==> config.mk <==
export PLATFORM = sky130hd
export DESIGN_NAME = traffic_light_fsm
export DESIGN_NICKNAME = d
export VERILOG_FILES = /design/src/rtl/traffic_pkg.sv /design/src/rtl/traffic_light_fsm_dwell_timer.sv /design/src/rtl/traffic_light_fsm.sv
export SDC_FILE = /design/constraint.sdc
export NUM_CORES = 1
export LEC_CHECK = 0
export BUFFER_PORTS_ARGS = -buffer_cell sky130_fd_sc_hd__buf_2
export CAP_MARGIN = 10
export CORE_MARGIN = 1.5
export CORE_UTILIZATION = 28
export CTS_CLUSTER_SIZE = 28
export DETAILED_ROUTE_END_ITERATION = 8
export GPL_TIMING_DRIVEN = 0
export RECOVER_POWER = 100
export SYNTH_ARGS = -nofsm -noshare
export SYNTH_HDL_FRONTEND = slang
export SYNTH_SLANG_ARGS = --single-unit
export TNS_END_PERCENT = 1
==> constraint.sdc <==
create_clock -name clk -period 2.7 [get_ports clk]
set_clock_uncertainty 0.2 [all_clocks]
set_input_delay 0.54 -clock clk [delete_from_list [all_inputs] [get_ports clk]]
set_output_delay 0.54 -clock clk [all_outputs]
set_load 0.005 [all_outputs]
==> src/rtl/traffic_pkg.sv <==
`default_nettype none
// ============================================================================
//  Module      : traffic_pkg
//  Description : Shared types and constants for the traffic light controller:
//                state encoding, one-hot lamp codes and dwell-counter width.
//  Revision    : 1.0 - initial release
// ============================================================================
package traffic_pkg;

  // Width of the per-phase dwell counter; all dwell parameters fit in it.
  localparam int DWELL_W = 8;

  typedef enum logic [2:0] {
    ALLRED_A  = 3'd0,
    NS_GREEN  = 3'd1,
    NS_YELLOW = 3'd2,
    ALLRED_B  = 3'd3,
    EW_GREEN  = 3'd4,
    EW_YELLOW = 3'd5,
    WALK      = 3'd6
  } state_e;

  // Lamp bundles are {red, yellow, green}, exactly one bit set.
  localparam logic [2:0] LAMP_RED    = 3'b100;
  localparam logic [2:0] LAMP_YELLOW = 3'b010;
  localparam logic [2:0] LAMP_GREEN  = 3'b001;

endpackage : traffic_pkg
`default_nettype wire

==> src/rtl/traffic_light_fsm_dwell_timer.sv <==
`default_nettype none
// ============================================================================
//  Module      : dwell_timer
//  Description : Counts ticks spent in the current phase. done is asserted
//                combinationally on the tick that completes the phase, i.e.
//                when tick=1 and the count equals limit-1.
//  Ports       : clk   - rising-edge clock
//                reset - synchronous active-high reset (count -> 0)
//                clr   - restart the count (phase change)
//                tick  - timebase pulse, one count per cycle it is high
//                limit - phase length in ticks (1..255)
//                done  - phase completes on this edge
//  Revision    : 1.0 - initial release
// ============================================================================
module dwell_timer
  import traffic_pkg::*;
(
  input  logic               clk,
  input  logic               reset,
  input  logic               clr,
  input  logic               tick,
  input  logic [DWELL_W-1:0] limit,
  output logic               done
);

  localparam logic [DWELL_W-1:0] C_ONE = DWELL_W'(1);

  logic [DWELL_W-1:0] count_q;
  logic [DWELL_W-1:0] count_d;

  assign done = tick && (count_q == (limit - C_ONE));

  always_comb begin
    count_d = count_q;
    if (clr) begin
      count_d = '0;
    end else if (tick) begin
      count_d = count_q + C_ONE;
    end
  end

  always_ff @(posedge clk) begin
    if (reset) begin
      count_q <= '0;
    end else begin
      count_q <= count_d;
    end
  end

endmodule : dwell_timer
`default_nettype wire

==> src/rtl/traffic_light_fsm.sv <==
`default_nettype none
// ============================================================================
//  Module      : traffic_light_fsm
//  Description : Two-way intersection controller with all-red clearance
//                phases and an optional pedestrian walk phase served once
//                per round after east-west yellow.
//  Ports       : clk         - rising-edge clock
//                reset       - synchronous active-high reset
//                tick        - timebase pulse, one tick per high cycle
//                ped_req     - pedestrian request (single-cycle pulse enough)
//                ns_light    - north-south lamps {red,yellow,green}
//                ew_light    - east-west lamps {red,yellow,green}
//                walk        - pedestrian walk lamp
//                ped_pending - request latched, not yet served
//                state       - current state encoding (debug)
//  Revision    : 1.0 - initial release
// ============================================================================
module traffic_light_fsm
  import traffic_pkg::*;
#(
  parameter int unsigned GREEN_TICKS  = 8,
  parameter int unsigned YELLOW_TICKS = 3,
  parameter int unsigned RED_TICKS    = 1,
  parameter int unsigned WALK_TICKS   = 5
) (
  input  logic       clk,
  input  logic       reset,
  input  logic       tick,
  input  logic       ped_req,
  output logic [2:0] ns_light,
  output logic [2:0] ew_light,
  output logic       walk,
  output logic       ped_pending,
  output logic [2:0] state
);

  state_e             state_q;
  state_e             state_d;
  logic               ped_pending_q;
  logic               ped_pending_d;
  logic [DWELL_W-1:0] limit;
  logic               advance;

  // Dwell length of the phase currently being timed.
  always_comb begin
    limit = DWELL_W'(RED_TICKS);
    unique case (state_q)
      NS_GREEN,  EW_GREEN:  limit = DWELL_W'(GREEN_TICKS);
      NS_YELLOW, EW_YELLOW: limit = DWELL_W'(YELLOW_TICKS);
      WALK:                 limit = DWELL_W'(WALK_TICKS);
      default:              limit = DWELL_W'(RED_TICKS);
    endcase
  end

  // Every advance is a state change, so it doubles as the counter restart.
  dwell_timer u_dwell_timer (
    .clk   (clk),
    .reset (reset),
    .clr   (advance),
    .tick  (tick),
    .limit (limit),
    .done  (advance)
  );

  always_comb begin
    state_d       = state_q;
    ped_pending_d = ped_pending_q;

    if (ped_req) begin
      ped_pending_d = 1'b1;
    end

    if (advance) begin
      unique case (state_q)
        ALLRED_A:  state_d = NS_GREEN;
        NS_GREEN:  state_d = NS_YELLOW;
        NS_YELLOW: state_d = ALLRED_B;
        ALLRED_B:  state_d = EW_GREEN;
        EW_GREEN:  state_d = EW_YELLOW;
        EW_YELLOW: state_d = ped_pending_q ? WALK : ALLRED_A;
        WALK:      state_d = ALLRED_A;
        default:   state_d = ALLRED_A;
      endcase
    end

    // Entering WALK serves the request; a request arriving on that same
    // edge is considered served by this walk too.
    if ((state_d == WALK) && (state_q != WALK)) begin
      ped_pending_d = 1'b0;
    end
  end

  always_ff @(posedge clk) begin
    if (reset) begin
      state_q       <= ALLRED_A;
      ped_pending_q <= 1'b0;
    end else begin
      state_q       <= state_d;
      ped_pending_q <= ped_pending_d;
    end
  end

  // Moore lamp decode from the state register only.
  always_comb begin
    ns_light = LAMP_RED;
    ew_light = LAMP_RED;
    walk     = 1'b0;
    unique case (state_q)
      NS_GREEN:  ns_light = LAMP_GREEN;
      NS_YELLOW: ns_light = LAMP_YELLOW;
      EW_GREEN:  ew_light = LAMP_GREEN;
      EW_YELLOW: ew_light = LAMP_YELLOW;
      WALK:      walk     = 1'b1;
      default:   walk     = 1'b0;
    endcase
  end

  assign ped_pending = ped_pending_q;
  assign state       = state_q;

endmodule : traffic_light_fsm
`default_nettype wire

# Word-level counts from Yosys, hierarchy flattened

Index checks and enable logic that the tools add are counted.

Register bits after elaboration: 12
Input bits: 4
Output and inout port bits: 11
Logic and storage cells: 28

Add/sub/neg operators: 2
Equality and inequality tests: 9
Mux-type cells: 7
Reduce and logical (&&, ||, !) cells: 7

Operators by type and width:

| kind                                             | number |
|---|---|
| one-hot mux 3 bit (6 select lines)               | 1 |
| == test 3 bit, second input constant             | 4 |
| one-hot mux 3 bit (2 select lines)               | 2 |
| one-hot mux 4 bit (3 select lines)               | 1 |
| adder 8 x 1 -> 8 bit, second input constant      | 1 |
| == test 8 bit                                    | 1 |
| OR reduction 2 bit                               | 4 |
| == test 3 x 2 -> 1 bit, second input constant    | 2 |
| two-way mux 3 bit                                | 2 |
| subtractor 4 x 1 -> 5 bit, second input constant | 1 |
| == test 3 x 1 -> 1 bit, second input constant    | 1 |
| zero test 3 bit                                  | 1 |
| inequality test 3 bit, second input constant     | 1 |
| logical AND 1 bit                                | 2 |
| two-way mux 1 bit                                | 1 |

# Longest topological paths before layout

Gate-level depths: netlist (run 1).

Depth in word-level cells: 10
Mapped depth: 9
Gate-level depth less buffers: 8

# Cells and area by module

A second synthesis (run 1) with hierarchy kept.

Cell total of the unflattened synthesis: 106
Area total of the unflattened synthesis: 854.6 sq um

Modules (own cells, without submodules):

| module            | instances | cells each | area each (sq um) | sequential area each (sq um) |
|---|---|---|---|---|
| dwell_timer       | 1         | 70         | 579.3             | 160.2 |
| traffic_light_fsm | 1         | 36         | 275.3             | 80.1 |

# Least setup slack after synthesis (run 1)

Ideal clock, no wire load.

Path kind: register to register
Start: reg state_q[1], in the netlist state[1]
End: reg ped_pending_q, in the netlist ped_pending
Library setup time: 119 ps
Arrival time: 2528 ps
Required time: 2381 ps
Path slack: -147 ps
Cell stages (with the launch flop): 9
Buffers on the path: 1
Clock period less this slack: 2847 ps
Path through: dfxtp_1 > clkbuf_1 > nor3b_1 > nor2_1 > ha_1 > xor2_1 > nand4b_1 > or4_4 > o221a_2

Word-level cells in the longest chain between the ends: 10
Elaborated cells between the ends (all ways): 19
Those cells by class: add/sub (1); eq/ne (9); mux (3); reduce/logical (6)

RTL lines:

| element                                 | line                                             | RTL |
|---|---|---|
| from (decl)                             | traffic_light_fsm.sv:37                          | `state_e state_q;` |
| from (signal assigned)                  | traffic_light_fsm.sv:98                          | `state_q <= state_d;` |
| == test 3 bit (tied with other cells)   | traffic_light_fsm.sv:47, traffic_light_fsm.sv:74 |  |
| OR reduction 2 bit                      | traffic_light_fsm.sv:47                          | `unique case (state_q)` |
| one-hot mux 4 bit (3 select lines)      | traffic_light_fsm.sv:47                          |  |
| subtractor 4 x 1 -> 5 bit               | traffic_light_fsm_dwell_timer.sv:31              | `assign done = tick && (count_q == (limit - C_ONE));` |
| == test 8 bit                           | traffic_light_fsm_dwell_timer.sv:31              |  |
| logical AND 1 bit                       | traffic_light_fsm_dwell_timer.sv:31              |  |
| two-way mux 3 bit                       | traffic_light_fsm.sv:73                          | `if (advance) begin` |
| == test 3 bit                           | traffic_light_fsm.sv:88                          | `if ((state_d == WALK) && (state_q != WALK)) begin` |
| logical AND 1 bit (*)                   | traffic_light_fsm.sv:88                          |  |
| OR reduction 2 bit (no source line) (*) | n/a                                              |  |
| to (signal assigned)                    | traffic_light_fsm.sv:99                          | `ped_pending_q <= ped_pending_d;` |
| to (decl)                               | traffic_light_fsm.sv:39                          | `logic ped_pending_q;` |

Mark *: on every way between the ends. The rest lies on a longest branch, timed or not.
A chain may end at the register's enable or synchronous reset.

# Worst setup path in the final report (run 1)

Start: reg state_q[2], in the netlist state[2]
End: reg u_dwell_timer.count_q[1]

Word-level cells in the longest chain between the ends: 7
Elaborated cells between the ends (all ways): 12
Those cells by class: add/sub (1); eq/ne (6); mux (1); reduce/logical (4)

RTL lines:

| element                                 | line                                | RTL |
|---|---|---|
| == test 3 bit (tied with other cells)   | traffic_light_fsm.sv:47             |  |
| OR reduction 2 bit                      | traffic_light_fsm.sv:47             |  |
| one-hot mux 4 bit (3 select lines) (*)  | traffic_light_fsm.sv:47             |  |
| subtractor 4 x 1 -> 5 bit (*)           | traffic_light_fsm_dwell_timer.sv:31 |  |
| == test 8 bit (*)                       | traffic_light_fsm_dwell_timer.sv:31 |  |
| logical AND 1 bit (*)                   | traffic_light_fsm_dwell_timer.sv:31 |  |
| OR reduction 2 bit (no source line) (*) | n/a                                 |  |
| to (signal assigned)                    | traffic_light_fsm_dwell_timer.sv:46 | `count_q <= count_d;` |
| to (decl)                               | traffic_light_fsm_dwell_timer.sv:28 | `logic [DWELL_W-1:0] count_q;` |

Marks and branches as above.

==> metrics.md, run 1 <==
| Metric | Value |
|---|---|
| Placer Congestion | 0.782 |
| Post-Route Utilization | 0.405 |
| XOR/XNOR Fraction of Synth Area | 0.139 |
| Max clock buf depth | 2 |
| Syn Inst Count | between 80 and 90 |
| Met3 GRT Util | 0.0514 |
| Synth unique cells | 30 |
| Layout cell share with drive strength beyond 1 | 0.272 |
| Dpl cells | 122 |
| Starting Density | 0.304 |
| Worst vdd ir | 344 uV |
| CORE AREA | 0.00228 mm^2 |
| Cts hold-fix bufs | 0 |
| Kind of path behind the tightest hold check | register to register |
| Fin cells | 131 |
| Status | finished, final reports clean |
| Syn avg cell area | approximately 8.5 um^2 |
| Die width | between 50 and 60 um |
| Ys Warns | 0 |
| NetSw | 268 uW |
| HPWL Detailed | approximately 1200 um |
| CP endpoint kind | register |
| Switching part of the total | 0.382 |
| DR WL/cell | 13.1 um |
| Clock Sinks | 12 |
| Layout area overhead | 33.3% |
| Combinational share of power | 0.487 |
| Post-synthesis mux area share | 0.0289 |
| Power Internal | between 400 and 500 uW |
| Final min period | 2.58 ns |
| Relative slew margins | 0.708 |
| TritonRoute pass-1 iters | 4 |
| Root buf cell | clkbuf_4 |
| Rows | 17 |
| IO Port Bufs | 13 |
| Post-Synth Simple-Gate Area | 0.264 |
| GRT Overall Usage | 0.145 |
| CTS tree | built |
| Final setup fails | 0 |
| Final net count | 110 |
| Max-slew violations | 0 |
| Fmax | 388 MHz |
| P_leak | approximately 0.00038 uW |
| Crit path kind | register to register |
| Dpl ws | -0.261 ns |
| Clk Latency, worst-skew pair | 0.29 ns |
| CP Launch Type | register |
| Cts bufs inserted | 3 |
| Synth Area in Adders | 0.0362 |
| Worst path arrival time | 2.56 ns |
| Worst Path Required | 2.68 ns |
| Total number of vias | 651 |
| Synthesized area | approximately 690 um^2 |
| Io pins | 15 |
| Total congestion overflow | 0 |
| Final worst slack | around 0.12 ns |
| FF+latch count, synth | 12 |
| Tcrit/Tclk final | 0.956 |
| GR Layer Usage met1 | 0.145 |
| Measured slew at the worst slew-check pin | 0.434 ns |
| Syn_nets | 87 |
| Complex-gate fraction of the synthesized area | 0.132 |
| Register area share after synthesis | 0.347 |
| Seq pwr share | 0.298 |
| Final Routed Wirelength | 1720 um |
| ANT cells | 0 |
| Vias/cell | 4.97 |
| Clock power frac | 0.215 |
| Max_cap viols | 0 |
| 1st-iter DRT viols | 8 |
| H-tree depth | 1 |
| DRC | 0 |
| Met2 Use GR | 0.248 |
| PwrDens | approximately 760 mW/mm^2 |
| Largest net degree at the start of global routing | 11 |
| Die ar. | around 0.0028 mm^2 |
| Clock-pin slew on the worst setup and hold paths | ~0.08 ns |
| First-pass GRT wire length | 2830 um |
| Antenna violations before repair | 0 |
| Detail Route Antenna Nets | 0 |
| Worst-path maximum fanout | 10 |
| Largest family of logic cells by synthesized area | simple AND/OR/NAND/NOR gates |
| Chip Height | 52.7 um |
| GR peak layer | met2 |
| Final-report hold violation count | 0 |
| Number of global-route vias before repair | between 600 and 700 |
[worst paths after layout]
check	startpoint	to	slack (ns)	depth (start not counted)
worst max-delay path	state[2]	u_dwell_timer.count_q[1]	0.12	10
worst min-delay path	u_dwell_timer.count_q[7]	u_dwell_timer.count_q[7]	0.32	2
worst max register to register	state[2]	u_dwell_timer.count_q[1]	0.12	10
worst min register to register	u_dwell_timer.count_q[7]	u_dwell_timer.count_q[7]	0.32	2
[registers in the layout, indices dropped and copies added (netlist names)]
register / count
state: 3
u_dwell_timer.count_q: 8
ped_pending: 1
[critical path, cell delays in order, from the launching register on]
cell and delay (ns):
dfxtp_1 0.31, clkbuf_4 0.20, xnor2_1 0.27, nor2_1 0.09
ha_1 0.29, xor2_1 0.14, nand4b_1 0.18, buf_4 0.20
o41ai_4 0.36, buf_6 0.18, nor2_1 0.05
[layer usage]
metal | share of wire | vias up | routed length (um)
met3 | 0.055 | 7 | 94
met4 | 0.038 | 0 | 66
met1 | 0.43 | 296 | 738
li1 | - | 327 | -
met5 | 0 | - | 0
met2 | 0.48 | 21 | 821
[cells in the mapped netlist (all sizes together)]
cell type  number  share of area
nor2           13          0.071
dfxtp          12           0.35
xor2            8           0.10
inv             4          0.022
nand2           4          0.022
nand3           4          0.029
clkbuf          3          0.016
xnor2           3          0.038
buf             2          0.014
ha              2          0.036
mux2i           2          0.029
nand3b          2          0.022
nand4           2          0.018
nor3            2          0.014
nor4            2          0.018
o21a            2          0.022
a2111o          1          0.016
a21oi           1         0.0072
and3            1         0.0090
and4            1          0.013
nand2b          1         0.0090
nand4b          1          0.013
nor3b           1          0.011
o21ai           1         0.0072
o21bai          1          0.011
o221a           1          0.016
o311ai          1          0.013
o41a            1          0.016
o41ai           1          0.024
or4             1          0.016
[cell usage in the layout, fill, tap and decap left out]
master	instances
nor4_1	2
nor3b_4	1
o221a_2	1
xnor2_2	1
and4_1	1
o41ai_4	1
o21ai_0	1
buf_2	8
nand2_1	4
xnor2_1	2
nand2b_4	1
xor2_1	7
and3_1	1
mux2i_1	2
buf_4	4
o41a_1	1
or4_4	1
a21oi_1	1
clkbuf_8	1
clkbuf_1	8
nor2_1	12
nand3b_1	2
nand4_1	2
inv_1	4
xor2_2	1
clkbuf_4	5
a2111o_1	1
nor2_4	1
dfxtp_2	1
ha_1	2
nand3_1	4
dfxtp_1	11
nor3_1	2
o21bai_1	1
o311ai_1	1
buf_6	1
o21a_1	2
nand4b_1	1
[stage by stage]
step / hold slack [ns] / TNS, ns / power, uW / cell area, um^2
3_5_place_dp: 0.308 / -2.22 / 468 / 798
6_report: 0.318 / 0 / 701 / 922
5_1_grt: 0.311 / -0.0826 / 753 / 922
4_1_cts: 0.317 / 0 / 660 / 872
3_3_place_gp: 0.304 / -1.57 / 455 / 798
2_1_floorplan: 0.280 / 0 / 396 / 698
[final cells by class]
type,count,area (um^2)
Clock buffer,4,36.3
Buffer,5,30.0
Multi-Input combinational cell,60,468
Inverter,4,15.0
Tap cell,28,35.0
Sequential cell,12,241
Fill cell,236,1350
Timing Repair Buffer,18,96.3
[power groups by stage]
stage                     Sequential [uW]  Clock, uW  Combinational [uW]
after global routing                  212        167                 374
final                                 209        150                 341
after detailed placement              212          0                 257
after floorplan                       211          0                 185
after CTS                             208        158                 294
after global placement                211          0                 244
[cells by family after synthesis]
logic type	after synthesis
adder cells (fa/ha/maj)	2
multiplexers	2
AND/OR/NAND/NOR	35
flip-flops	12
XOR/XNOR	11
AO/OA/AOI/OAI	10
buffers and inverters	9
[what timing repair did]
item | 4_1_cts | 5_1_grt
resized for setup | 4 | 10
hold endpoints to repair | 0 | 0
pin swaps | 1 | 4
setup endpoints to repair | 11 | 12
setup buffers | 2 | 3
Power figures use the tool's default switching activity.
==> run 2: changes to the inputs <==
Settings changed: BUFFER_PORTS_ARGS -buffer_cell sky130_fd_sc_hd__buf_2 to unset, DONT_BUFFER_PORTS set to 1, RECOVER_POWER 100 to unset.
==> run 2 against run 1 <==
  * Highest routed layer unchanged
  * Largest cell class unchanged
  * Clock-buffer cell count unchanged
  * Via count decreased by 8.1%
  * Critical endpoint is now state[2]
  * Register-to-register slack about the same
==> metrics.md, run 2 (synthesis gave the netlist of run 1 again) <==
| Metric | Value |
|---|---|
| Final Routed Wirelength | 1560 um (was 1720 um) |
| Dpl cells | 109 (was 122) |
| Total number of vias | 598 (was 651) |
| Worst-path maximum fanout | 4 (was 10) |
| CORE AREA | 0.00228 mm^2 (unchanged) |
| Max clock buf depth | 2 (unchanged) |
| DR WL/cell | 13.2 um (was 13.1 um) |
| H-tree depth | 1 (unchanged) |
| Final setup fails | 0 (unchanged) |
| CP Launch Type | register (unchanged) |
| DP Area | 733 um^2 (was 798 um^2) |
| Min-delay src | ped_req (was u_dwell_timer.count_q[7]) |
| Number of global-route vias before repair | 538 (was 657) |
| DRC | 0 (unchanged) |
| TritonRoute pass-1 iters | 3 (was 4) |
| Antenna violations before repair | 0 (unchanged) |
| Crit path kind | register to register (unchanged) |
| CTS tree | built (unchanged) |
| Largest Register | u_dwell_timer.count_q (unchanged) |
| Placer Congestion | 0.752 (was 0.782) |
| Critical R2R Launch | state[1] (was state[2]) |
| CP endpoint kind | register (unchanged) |
| Final-report hold violation count | 0 (unchanged) |
| Layout area overhead | 25.5% (was 33.3%) |
| Most frequent cells in the layout | nor2_1 (11), dfxtp_1 (10), xor2_1 (8) (was nor2_1 (12), dfxtp_1 (11), clkbuf_1 (8), buf_2 (8), xor2_1 (7)) |
| Max-slew violations | 0 (unchanged) |
| ANT cells | 0 (unchanged) |
| P_leak | 0.000337 uW (was 0.000382 uW) |
| Max reg flops | 8 (unchanged) |
| Final hold slack | 0.224 ns (was 0.318 ns) |
| Final Cell Area | 868 um^2 (was 922 um^2) |
| Clock-pin slew on the worst setup and hold paths | 0.10 ns (was 0.08 ns) |
| Io pins | 15 (unchanged) |
| Cts bufs inserted | 3 (unchanged) |
| Chip Height | 52.7 um (unchanged) |
| Final worst slack | 0.109 ns (was 0.120 ns) |
| Measured slew at the worst slew-check pin | 0.533 ns (was 0.434 ns) |
| Worst path arrival time | 2.59 ns (was 2.56 ns) |
| Cts hold-fix bufs | 0 (unchanged) |
| PwrDens | 765 mW/mm^2 (was 760 mW/mm^2) |
| Max_cap viols | 0 (unchanged) |
| Clock Sinks | 12 (unchanged) |
| Fmax | 386 MHz (was 388 MHz) |
| Depth of the worst hold-timing path | 1 (was 2) |
| Root buf cell | clkbuf_4 (unchanged) |
| Relative slew margins | 0.642 (was 0.708) |
| Starting Density | 0.304 (unchanged) |
| Clk Latency, worst-skew pair | 0.29 ns (about the same) |
| Total congestion overflow | 0 (unchanged) |
| Worst Path Required | 2.70 ns (was 2.68 ns) |
| IO Port Bufs | 0 (was 13) |
| Worst r2r dst | state[2] (was u_dwell_timer.count_q[1]) |
| Vias/cell | 5.07 (was 4.97) |
| Worst Reg-to-Reg Cells | 11 (was 10) |
| Tcrit/Tclk final | 0.960 (was 0.956) |
| RSZ-0062 raised after global routing | true |
| GRT Overall Usage | 0.121 (was 0.145) |
| Die ar. | 0.00278 mm^2 (unchanged) |
| R2R setup slack | 0.11 ns (was 0.12 ns) |
| Commonest non-fill, non-tap cell in the layout | nor2_1 (unchanged) |
| Final net count | 97 (was 110) |
| Fin cells | 118 (was 131) |
| Dpl ws | -0.382 ns (was -0.261 ns) |
| Largest net degree at the start of global routing | 11 (unchanged) |
| Rows | 17 (unchanged) |
| Detail Route Antenna Nets | 0 (unchanged) |
| Worst vdd ir | 387 uV (was 344 uV) |
| 1st-iter DRT viols | 7 (was 8) |
| WHS Endpoint | ped_pending (was u_dwell_timer.count_q[7]) |
| Status | finished, final reports clean (unchanged) |
| Final min period | 2.59 ns (was 2.58 ns) |
| HPWL Detailed | 1040 um (was 1190 um) |
| Layout cell share with drive strength beyond 1 | 0.233 (was 0.272) |
| First-pass GRT wire length | 2380 um (was 2830 um) |
| Die width | 52.7 um (unchanged) |
| Kind of path behind the tightest hold check | input port to register (was register to register) |
-- run 2: repair_timing --
action                                  in CTS  in global routing
resized for setup                           11                  4
buffers inserted                             4                  1
pin swaps                                    3                  9
endpoints found under the setup margin      12                 10
-- run 2: cell type report --
class	count	area, um^2
clock buffer	4	36.3
buffer	5	43.8
sequential	12	245
multi-input combinational	60	455
fill	228	1410
tap	28	35.0
timing repair buffer	5	37.5
inverter	4	15.0
-- run 2: layer usage --
layer | routed length (um) | GRT usage | vias to the layer above | share of wire
met5 | 0 | 0 | - | 0
met4 | 18 | 0.0385 | 0 | 0.012
met3 | 79 | 0.0600 | 4 | 0.051
met2 | 749 | 0.208 | 18 | 0.48
met1 | 711 | 0.127 | 273 | 0.46
li1 | - | - | 303 | -
-- run 2: critical path, stage by stage, from the launching register on --
cell and delay, ns:
dfxtp_4 0.38, clkbuf_8 0.14, nand2b_4 0.15, nor2_4 0.12, nor2_2 0.06, ha_1 0.30, xor2_1 0.14, nand4b_1 0.20
buf_4 0.21, buf_4 0.13, o41a_1 0.30, o21a_1 0.17
-- run 2: worst max-delay path by stage --
stage               depth (start not counted)                        to     start  slack, ns
floorplan                                   9               ped_pending  state[1]       0.02
global placement                            9  u_dwell_timer.count_q[4]  state[1]      -0.34
detailed placement                          9  u_dwell_timer.count_q[4]  state[1]      -0.38
CTS                                        11                  state[2]  state[1]       0.01
global route                               10  u_dwell_timer.count_q[3]  state[1]      -0.05
finish                                     11                  state[2]  state[1]       0.11
-- run 2: metrics by stage --
stage               setup TNS (ns)  power [uW]  utilization
global route                -0.135         703        0.382
CTS                              0         646        0.373
global placement             -3.22         433        0.322
finish                           0         665        0.382
detailed placement           -3.62         438        0.322
floorplan                        0         396            -
-- run 2: power by group --
group,total [uW],internal (uW),switching [uW]
clock,153,82.2,71.2
combinational,296,134,162
sequential,215,197,18.4
total,665,413,252
